**config.mk**
```make
export PLATFORM = sky130hd
export DESIGN_NAME = serial_placar_tx
export DESIGN_NICKNAME = d
export VERILOG_FILES = /design/src/rtl/serial_link_pkg.sv /design/src/rtl/uart_tx_byte.sv /design/src/rtl/serial_placar_tx.sv
export SDC_FILE = /design/constraint.sdc
export NUM_CORES = 1
export LEC_CHECK = 0
export CELL_PAD_IN_SITES_DETAIL_PLACEMENT = 1
export CELL_PAD_IN_SITES_GLOBAL_PLACEMENT = 1
export CORE_MARGIN = 5
export CORE_UTILIZATION = 40
export DETAILED_ROUTE_END_ITERATION = 12
export GPL_ROUTABILITY_DRIVEN = 0
export PLACE_DENSITY = 0.82
export SLEW_MARGIN = 20
export SYNTH_ARGS = -nofsm -noshare
export SYNTH_HDL_FRONTEND = slang
export SYNTH_SLANG_ARGS = --single-unit
```
**constraint.sdc**
```tcl
create_clock -name clock -period 2.19 [get_ports clock]
set_input_delay 0.3285 -clock clock [delete_from_list [all_inputs] [get_ports clock]]
set_output_delay 0.3285 -clock clock [all_outputs]
set_load 0.03 [all_outputs]
```
**src/rtl/serial_link_pkg.sv**
```systemverilog
`default_nettype none
// +--------------------------------------------------------------------+
// | serial_link_pkg                                                    |
// | Shared constants, state encodings and checksum helper for the      |
// | host serial link transmit path.                                    |
// | Rev 1.0 - initial release                                          |
// +--------------------------------------------------------------------+
package serial_link_pkg;

  // First byte of every packet
  localparam logic [7:0] C_HEADER    = 8'hA5;
  // Bytes per packet: header, flags/level/score MSBs, score LSBs, checksum
  localparam int         C_PKT_BYTES = 4;
  localparam logic [1:0] C_LAST_BYTE = 2'(C_PKT_BYTES - 1);

  // Debug state codes shown on db_estado
  typedef enum logic [3:0] {
    ST_IDLE  = 4'd0,
    ST_START = 4'd1,
    ST_DATA  = 4'd2,
    ST_STOP  = 4'd3,
    ST_NEXT  = 4'd4
  } tx_state_e;

  // Byte sequencer states kept by the top
  typedef enum logic [1:0] {
    SEQ_IDLE = 2'd0,
    SEQ_SEND = 2'd1,
    SEQ_NEXT = 2'd2
  } seq_state_e;

  // Packet checksum: plain XOR of the three preceding bytes
  function automatic logic [7:0] checksum(input logic [7:0] h,
                                          input logic [7:0] b1,
                                          input logic [7:0] b2);
    return h ^ b1 ^ b2;
  endfunction

endpackage
`default_nettype wire

```
**src/rtl/uart_tx_byte.sv**
```systemverilog
`default_nettype none
// +--------------------------------------------------------------------+
// | uart_tx_byte                                                       |
// | 8N1 byte transmitter: start bit, 8 data bits LSB first, stop bit,  |
// | each held BAUD_DIV clocks. fim flags the last stop-bit cycle.      |
// | Rev 1.0 - initial release                                          |
// +--------------------------------------------------------------------+
module uart_tx_byte
  import serial_link_pkg::*;
#(
  parameter int BAUD_DIV = 434
) (
  input  logic       clock,
  input  logic       reset,
  input  logic       inicio,
  input  logic [7:0] dado,
  output logic       serial,
  output logic       fim,
  output tx_state_e  estado
);

  localparam int            CW          = $clog2(BAUD_DIV);
  localparam logic [CW-1:0] C_BAUD_LAST = CW'(BAUD_DIV - 1);

  tx_state_e     state_q, state_d;
  logic [CW-1:0] cnt_q, cnt_d;
  logic [2:0]    bit_q, bit_d;
  logic [7:0]    shift_q, shift_d;
  logic          serial_q, serial_d;
  logic          w_baud_end;

  assign w_baud_end = (cnt_q == C_BAUD_LAST);

  // Bit timing and line value; serial is registered so the line is glitch-free
  always_comb begin
    state_d  = state_q;
    cnt_d    = cnt_q;
    bit_d    = bit_q;
    shift_d  = shift_q;
    serial_d = serial_q;
    fim      = 1'b0;
    case (state_q)
      ST_IDLE: begin
        serial_d = 1'b1;
        if (inicio) begin
          state_d  = ST_START;
          cnt_d    = '0;
          bit_d    = 3'd0;
          shift_d  = dado;
          serial_d = 1'b0;
        end
      end
      ST_START: begin
        if (w_baud_end) begin
          cnt_d    = '0;
          state_d  = ST_DATA;
          serial_d = shift_q[0];
          shift_d  = {1'b0, shift_q[7:1]};
        end else begin
          cnt_d = cnt_q + CW'(1);
        end
      end
      ST_DATA: begin
        if (w_baud_end) begin
          cnt_d = '0;
          if (bit_q == 3'd7) begin
            state_d  = ST_STOP;
            serial_d = 1'b1;
          end else begin
            bit_d    = bit_q + 3'd1;
            serial_d = shift_q[0];
            shift_d  = {1'b0, shift_q[7:1]};
          end
        end else begin
          cnt_d = cnt_q + CW'(1);
        end
      end
      ST_STOP: begin
        if (w_baud_end) begin
          cnt_d   = '0;
          state_d = ST_IDLE;
          fim     = 1'b1;
        end else begin
          cnt_d = cnt_q + CW'(1);
        end
      end
      default: begin
        state_d  = ST_IDLE;
        serial_d = 1'b1;
      end
    endcase
  end

  // State register; reset forces the line idle-high on the next edge
  always_ff @(posedge clock) begin
    if (reset) begin
      state_q  <= ST_IDLE;
      cnt_q    <= '0;
      bit_q    <= 3'd0;
      shift_q  <= 8'h00;
      serial_q <= 1'b1;
    end else begin
      state_q  <= state_d;
      cnt_q    <= cnt_d;
      bit_q    <= bit_d;
      shift_q  <= shift_d;
      serial_q <= serial_d;
    end
  end

  assign serial = serial_q;
  assign estado = state_q;

endmodule
`default_nettype wire

```
**src/rtl/serial_placar_tx.sv**
```systemverilog
`default_nettype none
// +--------------------------------------------------------------------+
// | serial_placar_tx                                                   |
// | Sends a 4-byte status packet (header, flags/level/score MSBs,      |
// | score LSBs, checksum) as 8N1 UART on each score event or request.  |
// | Rev 1.0 - initial release                                          |
// +--------------------------------------------------------------------+
module serial_placar_tx
  import serial_link_pkg::*;
#(
  parameter int         BAUD_DIV = 434,
  parameter logic [7:0] HEADER   = C_HEADER
) (
  input  logic       clock,
  input  logic       reset,
  input  logic       envia,
  input  logic       ganhou_ponto,
  input  logic       perdeu_ponto,
  input  logic [9:0] pontuacao,
  input  logic [1:0] nivel_dificuldade,
  output logic       serial,
  output logic       ocupado,
  output logic       pronto,
  output logic [3:0] db_estado
);

  seq_state_e seq_q, seq_d;
  logic [1:0] byte_q, byte_d;
  logic [7:0] b1_q, b1_d, b2_q, b2_d, b3_q, b3_d;
  logic       fg_q, fg_d, fp_q, fp_d, pending_q, pending_d;
  logic       ocupado_q, ocupado_d, pronto_q, pronto_d;

  logic       w_req, w_snap, w_busy;
  logic [7:0] w_b1, w_b2;
  logic [1:0] w_byte_nxt;
  logic [7:0] w_byte_sel;
  logic       w_inicio;
  logic [7:0] w_dado;
  logic       w_fim;
  tx_state_e  w_tx_estado;

  assign w_req  = envia | ganhou_ponto | perdeu_ponto;
  assign w_busy = (seq_q != SEQ_IDLE);
  // Snapshot only from IDLE; a pulse on this very cycle lands in this packet
  assign w_snap = !w_busy && (w_req || pending_q);
  assign w_b1   = {nivel_dificuldade, fg_q | ganhou_ponto, fp_q | perdeu_ponto,
                   2'b00, pontuacao[9:8]};
  assign w_b2   = pontuacao[7:0];

  // Packet snapshot, sticky event flags and coalesced pending request
  always_comb begin
    b1_d      = b1_q;
    b2_d      = b2_q;
    b3_d      = b3_q;
    fg_d      = fg_q | ganhou_ponto;
    fp_d      = fp_q | perdeu_ponto;
    pending_d = pending_q | (w_req & w_busy);
    if (w_snap) begin
      b1_d      = w_b1;
      b2_d      = w_b2;
      b3_d      = checksum(HEADER, w_b1, w_b2);
      fg_d      = 1'b0;
      fp_d      = 1'b0;
      pending_d = 1'b0;
    end
  end

  // Byte that follows the current one in packet order
  assign w_byte_nxt = byte_q + 2'd1;
  always_comb begin
    w_byte_sel = HEADER;
    case (w_byte_nxt)
      2'd1:    w_byte_sel = b1_q;
      2'd2:    w_byte_sel = b2_q;
      2'd3:    w_byte_sel = b3_q;
      default: w_byte_sel = HEADER;
    endcase
  end

  // Byte sequencer: launch header on snapshot, one gap cycle between bytes
  always_comb begin
    seq_d     = seq_q;
    byte_d    = byte_q;
    ocupado_d = ocupado_q;
    pronto_d  = 1'b0;
    w_inicio  = 1'b0;
    w_dado    = HEADER;
    case (seq_q)
      SEQ_IDLE: begin
        if (w_snap) begin
          seq_d     = SEQ_SEND;
          byte_d    = 2'd0;
          ocupado_d = 1'b1;
          w_inicio  = 1'b1;
        end
      end
      SEQ_SEND: begin
        if (w_fim) begin
          seq_d = SEQ_NEXT;
        end
      end
      SEQ_NEXT: begin
        if (byte_q == C_LAST_BYTE) begin
          seq_d     = SEQ_IDLE;
          ocupado_d = 1'b0;
          pronto_d  = 1'b1;
        end else begin
          seq_d    = SEQ_SEND;
          byte_d   = w_byte_nxt;
          w_inicio = 1'b1;
          w_dado   = w_byte_sel;
        end
      end
      default: begin
        seq_d     = SEQ_IDLE;
        ocupado_d = 1'b0;
      end
    endcase
  end

  // Sequencer and snapshot registers
  always_ff @(posedge clock) begin
    if (reset) begin
      seq_q     <= SEQ_IDLE;
      byte_q    <= 2'd0;
      b1_q      <= 8'h00;
      b2_q      <= 8'h00;
      b3_q      <= 8'h00;
      fg_q      <= 1'b0;
      fp_q      <= 1'b0;
      pending_q <= 1'b0;
      ocupado_q <= 1'b0;
      pronto_q  <= 1'b0;
    end else begin
      seq_q     <= seq_d;
      byte_q    <= byte_d;
      b1_q      <= b1_d;
      b2_q      <= b2_d;
      b3_q      <= b3_d;
      fg_q      <= fg_d;
      fp_q      <= fp_d;
      pending_q <= pending_d;
      ocupado_q <= ocupado_d;
      pronto_q  <= pronto_d;
    end
  end

  uart_tx_byte #(
    .BAUD_DIV (BAUD_DIV)
  ) u_uart_tx_byte (
    .clock  (clock),
    .reset  (reset),
    .inicio (w_inicio),
    .dado   (w_dado),
    .serial (serial),
    .fim    (w_fim),
    .estado (w_tx_estado)
  );

  // Debug code: bit phase while a byte is on the line, else sequencer state
  always_comb begin
    db_estado = ST_IDLE;
    case (seq_q)
      SEQ_SEND: db_estado = w_tx_estado;
      SEQ_NEXT: db_estado = ST_NEXT;
      default:  db_estado = ST_IDLE;
    endcase
  end

  assign ocupado = ocupado_q;
  assign pronto  = pronto_q;

endmodule
`default_nettype wire
```
==> results of run 1 <==
-- final cells by class --
type / instances / area [um2]
fill: 824 / 3440
sequential: 53 / 1060
clock inverter: 3 / 28.8
multi-input combinational: 239 / 1650
timing repair buffer: 49 / 415
inverter: 12 / 45.0
clock buffer: 5 / 68.8
tap: 96 / 120
-- registers in the layout (all words and copies together), names as in the netlist --
| name | count |
|---|---|
| fp_q | 1 |
| b3_q | 7 |
| b2_q | 8 |
| pending_q | 1 |
| u_uart_tx_byte.cnt_q | 9 |
| pronto | 1 |
| u_uart_tx_byte.serial | 1 |
| seq_q | 2 |
| ocupado | 1 |
| byte_q | 2 |
| fg_q | 1 |
| u_uart_tx_byte.bit_q | 3 |
| u_uart_tx_byte.estado | 2 |
| b1_q | 6 |
| u_uart_tx_byte.shift_q | 8 |
-- cell usage in the layout, fill, tap and decap left out, drive strengths merged, types with 2 or more instances in the layout --
master / instances
inv: 15
a21oi: 30
or4: 3
nor2b: 5
nand3b: 2
buf: 28
nor2: 23
or4b: 2
a211oi: 9
a221o: 2
nor3: 9
clkdlybuf4s50: 19
clkbuf: 5
or3: 4
a31oi: 3
o31ai: 4
xnor2: 7
and3: 2
nand3: 5
o21bai: 4
mux2i: 7
o41ai: 2
and2: 4
a2bb2oi: 3
nand2: 35
nand4: 3
nand2b: 13
ha: 20
dlygate4sd2: 2
dfxtp: 53
mux2: 5
a222oi: 5
o21ai: 14
-- power by group through the flow --
stage / clock (W) / combinational (W) / sequential (W)
CTS: 0.000636 / 0.00167 / 0.00125
global placement: 0 / 0.00159 / 0.00126
global route: 0.000670 / 0.00183 / 0.00127
floorplan: 0 / 0.00108 / 0.00127
detailed placement: 0 / 0.00166 / 0.00127
finish: 0.000617 / 0.00165 / 0.00125
-- through the flow --
stage / instances / hold slack (ps)
floorplan: 322 / 424
global placement: 449 / 438
detailed placement: 449 / 447
CTS: 457 / 464
global route: 457 / 479
finish: 457 / 459
-- per-layer routing --
metal / vias up / GRT usage (%) / share of wire [%]
li1: 1223 / - / -
met3: 10 / 2.64 / 3.1
met1: 1169 / 21.7 / 45
met2: 43 / 29.3 / 50
met4: 0 / 4.81 / 1.3
met5: - / 0 / 0
-- worst max-delay path, delay by kind of cell, from the launching register on --
family                     cells  cell delay [ps]
adders and majority gates      1              320
DFF                            1              430
and+or+nand+nor                1              180
buffers and inverters          2              500
-- Yosys cell counts (all sizes together), types with 2 or more instances --
master	count
dfxtp	53
nand2	35
a21oi	30
nor2	23
ha	20
clkbuf	14
o21ai	14
nand2b	13
inv	12
a211oi	9
nor3	9
mux2i	7
xnor2	7
a222oi	5
mux2	5
nand3	5
nor2b	5
and2	4
buf	4
o21bai	4
o31ai	4
or3	4
a2bb2oi	3
a31oi	3
nand4	3
or4	3
a221o	2
and3	2
nand3b	2
o41ai	2
or4b	2
-- kinds of logic after synthesis --
family / Yosys count / share of synthesized area [%]
and+or+nand+nor: 115 / 21.0
AOI/OAI and AO/OA: 84 / 21.4
DFF: 53 / 37.5
buffers and inverters: 30 / 4.47
adders and majority gates: 20 / 8.85
muxes: 12 / 4.47
xor gates and xnor gates: 7 / 2.17
other: 1 / 0.133
-- what timing repair did --
item / 4_1_cts / 5_1_grt
pin swaps: 0 / 0
cloned: 0 / 0
gates resized for setup: 3 / 1
setup endpoints to repair: 3 / 3
-- how the worst max path moves through the flow --
| stage | start | end | cells past startpoint |
|---|---|---|---|
| 2_1_floorplan | u_uart_tx_byte.estado[0]$_SDFFE_PP0P_ | u_uart_tx_byte.shift_q[2]$_SDFFE_PP0P_ | 6 |
| 3_3_place_gp | envia | u_uart_tx_byte.shift_q[2]$_SDFFE_PP0P_ | 6 |
| 3_5_place_dp | envia | u_uart_tx_byte.shift_q[4]$_SDFFE_PP0P_ | 6 |
| 4_1_cts | u_uart_tx_byte.estado[0]$_SDFFE_PP0P_ | u_uart_tx_byte.shift_q[2]$_SDFFE_PP0P_ | 6 |
| 5_1_grt | byte_q[1]$_SDFFE_PP0P_ | u_uart_tx_byte.shift_q[1]$_SDFFE_PP0P_ | 6 |
| 6_report | seq_q[1]$_SDFFE_PP0P_ | db_estado[1] | 4 |
==> flow_summary.json, run 1 <==
{
  "status": "completed",
  "first_pass_iters": 5,
  "ys.flop_type": "dfxtp_1",
  "setup_violations": 0,
  "cts_tree": "done",
  "fin_util_pct": 49.6,
  "ir_drop_mv": 0.431,
  "fp.coreArea_mm2": 0.00683,
  "clockRootBuffer": "clkbuf_8",
  "fin_ws_ps": 120,
  "finalNetCount": 397,
  "start_kind": "flop",
  "cts.path.max_buffers": 2,
  "switching_share_pct": 38.9,
  "clock_skew_ps": 12.8,
  "synth_area_leaders": "dfxtp_1 38%, ha_1 8.8%, a21oi_1 5.3%",
  "min_to": "b3_q[0]$_SDFFE_PP0P_",
  "drc": 0,
  "synth_edf_count": 0,
  "cts.reportedPaths.clkPinSlew_ps": 120,
  "crit_fanout": 5,
  "internal_power_w": 0.00215,
  "dr_total_vias": 2445,
  "ios": 24,
  "grt_max_degree": 45,
  "drt_iter0_markers": 108,
  "hold_viol": 0,
  "hpwlAfterDp_um": 5420,
  "stdcell_area_mm2": 0.00339,
  "grt_pass1_wl_um": 12200,
  "cp-end-kind": "primary output",
  "clk_latency_ps": 330,
  "finalSetupTns_ps": 0,
  "syn-num-nets": 359,
  "cts_setup_buffers": 0,
  "tightest_slew_ps": 740,
  "synth-seq-area-share_pct": 37.5,
  "synth_top_area_share_pct": 37.5,
  "power.density_mw_per_mm2": 1040,
  "period_share_pct": 94.5,
  "maxCapViolations": 0,
  "hold_path_class": "reg2reg",
  "clock-sinks": 53,
  "r2r-end": "u_uart_tx_byte.cnt_q[7]$_SDFFE_PP0P_",
  "p_clk_share_pct": 17.5,
  "ys_warn_count": 0,
  "drive_gt1_share_pct": 13.6,
  "wl_per_cell_um": 15.3,
  "cts_hold_buffers": 0,
  "start_util_pct": 41.4,
  "die_h_um": 94.1,
  "numCtsBuffers": 5,
  "synth-seq-cells": 53,
  "ys_async_sr_fraction_pct": 0,
  "hp-start": "b3_q[0]$_SDFFE_PP0P_",
  "r2r_slack_ps": 150,
  "placementRows": 30,
  "reg2reg_from": "seq_q[0]$_SDFFE_PP0P_",
  "grt_pass1_vias": 2522,
  "syn-cell-area_mm2": 0.00283,
  "die-area_mm2": 0.00885,
  "worst-setup-path-type": "reg2out",
  "finalCriticalPeriod_ps": 2070,
  "slowest_delay_ps": 430,
  "synth.largest_area_cell": "dfxtp_1",
  "drv_slew": 0,
  "track_usage_pct": 17.0,
  "max_freq_mhz": 483,
  "drt-vias-per-instance": 5.35,
  "rsz0062_at_grt": "false",
  "htree_levels": 2,
  "syn_avg_cell_area_um2": 8.78,
  "die_x_um": 94.1,
  "synth_cell_types": 54,
  "worstPathRequired_ps": 1860,
  "p_switching_w": 0.00137,
  "p_leak_nw": 1.33,
  "syn_inst": 322,
  "layout-area-overhead-vs-synth_pct": 19.9,
  "ant_nets": 0,
  "fin_total_pwr_w": 0.00352,
  "combPwrFrac_pct": 47.0,
  "dpl_cell_area_mm2": 0.00328,
  "antenna_found_initial": 0,
  "num_antenna_cells": 0,
  "crit_slowest_cell": "dfxtp_1",
  "io_buffers": 22,
  "max_slew_margin_pct": 50.6,
  "reg2regPathDepth": 7,
  "whs_path_depth": 2,
  "dp_slack_ps": -38.0,
  "grt.overflow.total": 0,
  "seqPwrFrac_pct": 35.5,
  "crit_chain": "inv_1 > ha_1 > and3_1 > dlygate4sd2_1",
  "wl_um": 7000,
  "crit_arrival_ps": 1740
}
(Power assumes the default switching activity.)
==> run 2: changes to the inputs <==
--- a/config.mk
+++ b/config.mk
@@ -8,10 +8,10 @@
 export CELL_PAD_IN_SITES_DETAIL_PLACEMENT = 1
 export CELL_PAD_IN_SITES_GLOBAL_PLACEMENT = 1
 export CORE_MARGIN = 5
-export CORE_UTILIZATION = 40
+export CORE_UTILIZATION = 35
 export DETAILED_ROUTE_END_ITERATION = 12
 export GPL_ROUTABILITY_DRIVEN = 0
-export PLACE_DENSITY = 0.82
+export PLACE_DENSITY = 0.74
 export SLEW_MARGIN = 20
 export SYNTH_ARGS = -nofsm -noshare
 export SYNTH_HDL_FRONTEND = slang
==> run 2 against run 1 <==
Effect of this change:
- cell area fell by 0.11%
- utilization shrank 6.3 points
- wire length down 5.6%
- clock power about the same
- worst hold slack is essentially flat
- maximum frequency fell by 0.19%
- sequential share of layout area hardly changed
- power shrank 0.45%
- critical path depth up 2
- combinational power barely moved
- global-route usage shrank 2.8 points
- critical endpoint is now u_uart_tx_byte.shift_q[2]$_SDFFE_PP0P_
- largest power group unchanged
==> flow_summary.json, run 2 (synthesis results as in run 1) <==
{
  "clk_latency_ps": 320,
  "dr_total_vias": 2400,
  "p_leak_nw": 1.31,
  "cts_tree": "done",
  "start_util_pct": 36.2,
  "crit_arrival_ps": 2300,
  "fillers": 931,
  "grt_pass1_vias": 2462,
  "hpwlAfterDp_um": 4960,
  "io_buffers": 22,
  "dp_slack_ps": -44.1,
  "fp.coreArea_mm2": 0.00781,
  "largest_register": "u_uart_tx_byte.cnt_q",
  "finalNetCount": 394,
  "worstPathRequired_ps": 2410,
  "drc": 0,
  "wl_per_cell_um": 14.4,
  "wl_um": 6600,
  "ant_nets": 0,
  "htree_levels": 2,
  "cts_setup_buffers": 0,
  "drt_iter0_markers": 95,
  "seqCellArea_mm2": 0.00106,
  "cts.reportedPaths.clkPinSlew_ps": 110,
  "num_antenna_cells": 0,
  "mostFrequentLayoutCell": "dfxtp_1",
  "clock_skew_ps": 11.8,
  "start_kind": "flop",
  "die_h_um": 99.9,
  "setup_violations": 0,
  "grt.overflow.total": 0,
  "largest_register_ffs": 9,
  "finalCriticalPeriod_ps": 2070,
  "ios": 24,
  "power.density_mw_per_mm2": 1030,
  "ir_drop_mv": 0.460,
  "rsz0062_at_grt": "false",
  "tightest_slew_ps": 833,
  "mostFrequentLayoutCells": "53 x dfxtp_1, 35 x nand2_1, 30 x a21oi_1, 23 x nor2_1, 23 x buf_4",
  "r2r_slack_ps": 120,
  "maxCapViolations": 0,
  "status": "completed",
  "r2r-end": "u_uart_tx_byte.shift_q[2]$_SDFFE_PP0P_",
  "dpl_cell_area_mm2": 0.00328,
  "reg2regPathDepth": 6,
  "track_usage_pct": 14.2,
  "grt_pass1_wl_um": 11800,
  "reg2reg_from": "u_uart_tx_byte.estado[0]$_SDFFE_PP0P_",
  "max_freq_mhz": 482,
  "min_to": "b3_q[0]$_SDFFE_PP0P_",
  "multi_input_area_mm2": 0.00165,
  "period_share_pct": 94.7,
  "clockRootBuffer": "clkbuf_8",
  "cp-end-kind": "flop",
  "placementRows": 32,
  "hold_viol": 0,
  "cts.path.max_buffers": 2,
  "antenna_found_initial": 0,
  "crit_fanout": 2,
  "reg_top3": "u_uart_tx_byte.cnt_q: 9 flops, b2_q: 8 flops, u_uart_tx_byte.shift_q: 8 flops",
  "die_x_um": 99.9,
  "drt-vias-per-instance": 5.22,
  "max_slew_margin_pct": 44.5,
  "worst-setup-path-type": "reg2reg",
  "clock-sinks": 53,
  "stdcell_area_mm2": 0.00339,
  "drive_gt1_share_pct": 13.1,
  "die-area_mm2": 0.00998,
  "layout-area-overhead-vs-synth_pct": 19.7,
  "grt_max_degree": 49,
  "fin_util_pct": 43.4,
  "fin_ws_ps": 116,
  "hold_path_class": "reg2reg",
  "finalSetupTns_ps": 0,
  "numCtsBuffers": 5,
  "first_pass_iters": 4,
  "drv_slew": 0,
  "whs_path_depth": 2,
  "hp-start": "b3_q[0]$_SDFFE_PP0P_"
}
run 2: cell count changes in the layout (fill, tap and decap cells not counted), sizes merged:
cell,previous run,this run
inv,15,14
buf,28,25
clkinv,0,1
run 2: stage by stage:
stage,hold slack [ps],total power [W],instances
2_1_floorplan,424,0.00236,322
3_3_place_gp,438,0.00287,452
3_5_place_dp,446,0.00292,452
4_1_cts,463,0.00354,460
5_1_grt,488,0.00376,460
6_report,459,0.00350,460
run 2: final cells by class:
type,count,area share (%)
inverters,12,1.33
clock buffers,5,2.03
clock inverters,3,0.850
repair buffers,46,12.0
well taps,102,3.77
multi-input cells,239,48.7
flip-flops and latches,53,31.3
run 2: worst max path at each step:
stage	from	slack, ps	end	cells past startpoint
floorplan	u_uart_tx_byte.estado[0]$_SDFFE_PP0P_	50	u_uart_tx_byte.shift_q[2]$_SDFFE_PP0P_	6
global placement	envia	-4	u_uart_tx_byte.shift_q[2]$_SDFFE_PP0P_	6
detailed placement	ganhou_ponto	-40	u_uart_tx_byte.shift_q[2]$_SDFFE_PP0P_	6
CTS	u_uart_tx_byte.estado[0]$_SDFFE_PP0P_	50	u_uart_tx_byte.shift_q[2]$_SDFFE_PP0P_	6
global route	u_uart_tx_byte.estado[1]$_SDFFE_PP0P_	20	u_uart_tx_byte.shift_q[2]$_SDFFE_PP0P_	6
finish	u_uart_tx_byte.estado[0]$_SDFFE_PP0P_	120	u_uart_tx_byte.shift_q[2]$_SDFFE_PP0P_	6
run 2: critical path, cell delays in order, from the launching register on:
cell and delay, ps:
dfxtp_1 340, inv_1 50, ha_1 290, or4b_2 730, a221oi_2 200, nor3_1 70, mux2_2 300
run 2: power breakdown:
part           internal [W]  leakage [nW]  total, W  switching [W]
clock network      0.000240        0.0506  0.000620       0.000380
logic              0.000769         0.827   0.00164       0.000871
registers           0.00114         0.435   0.00124      0.0000999
run 2: metal layers:
metal  global-route usage [%]  vias up  wire length [um]
li1                         -     1224                 -
met1                     19.0     1146              3200
met2                     23.7       24              3180
met3                     2.71        6               160
met4                     3.47        0                65
met5                        0        -                 0
run 2: repair_timing:
item | 4_1_cts | 5_1_grt
cloned | 0 | 0
resized for setup | 2 | 2
hold buffers | 0 | 0
setup endpoints to repair | 2 | 3
pin swaps | 0 | 0
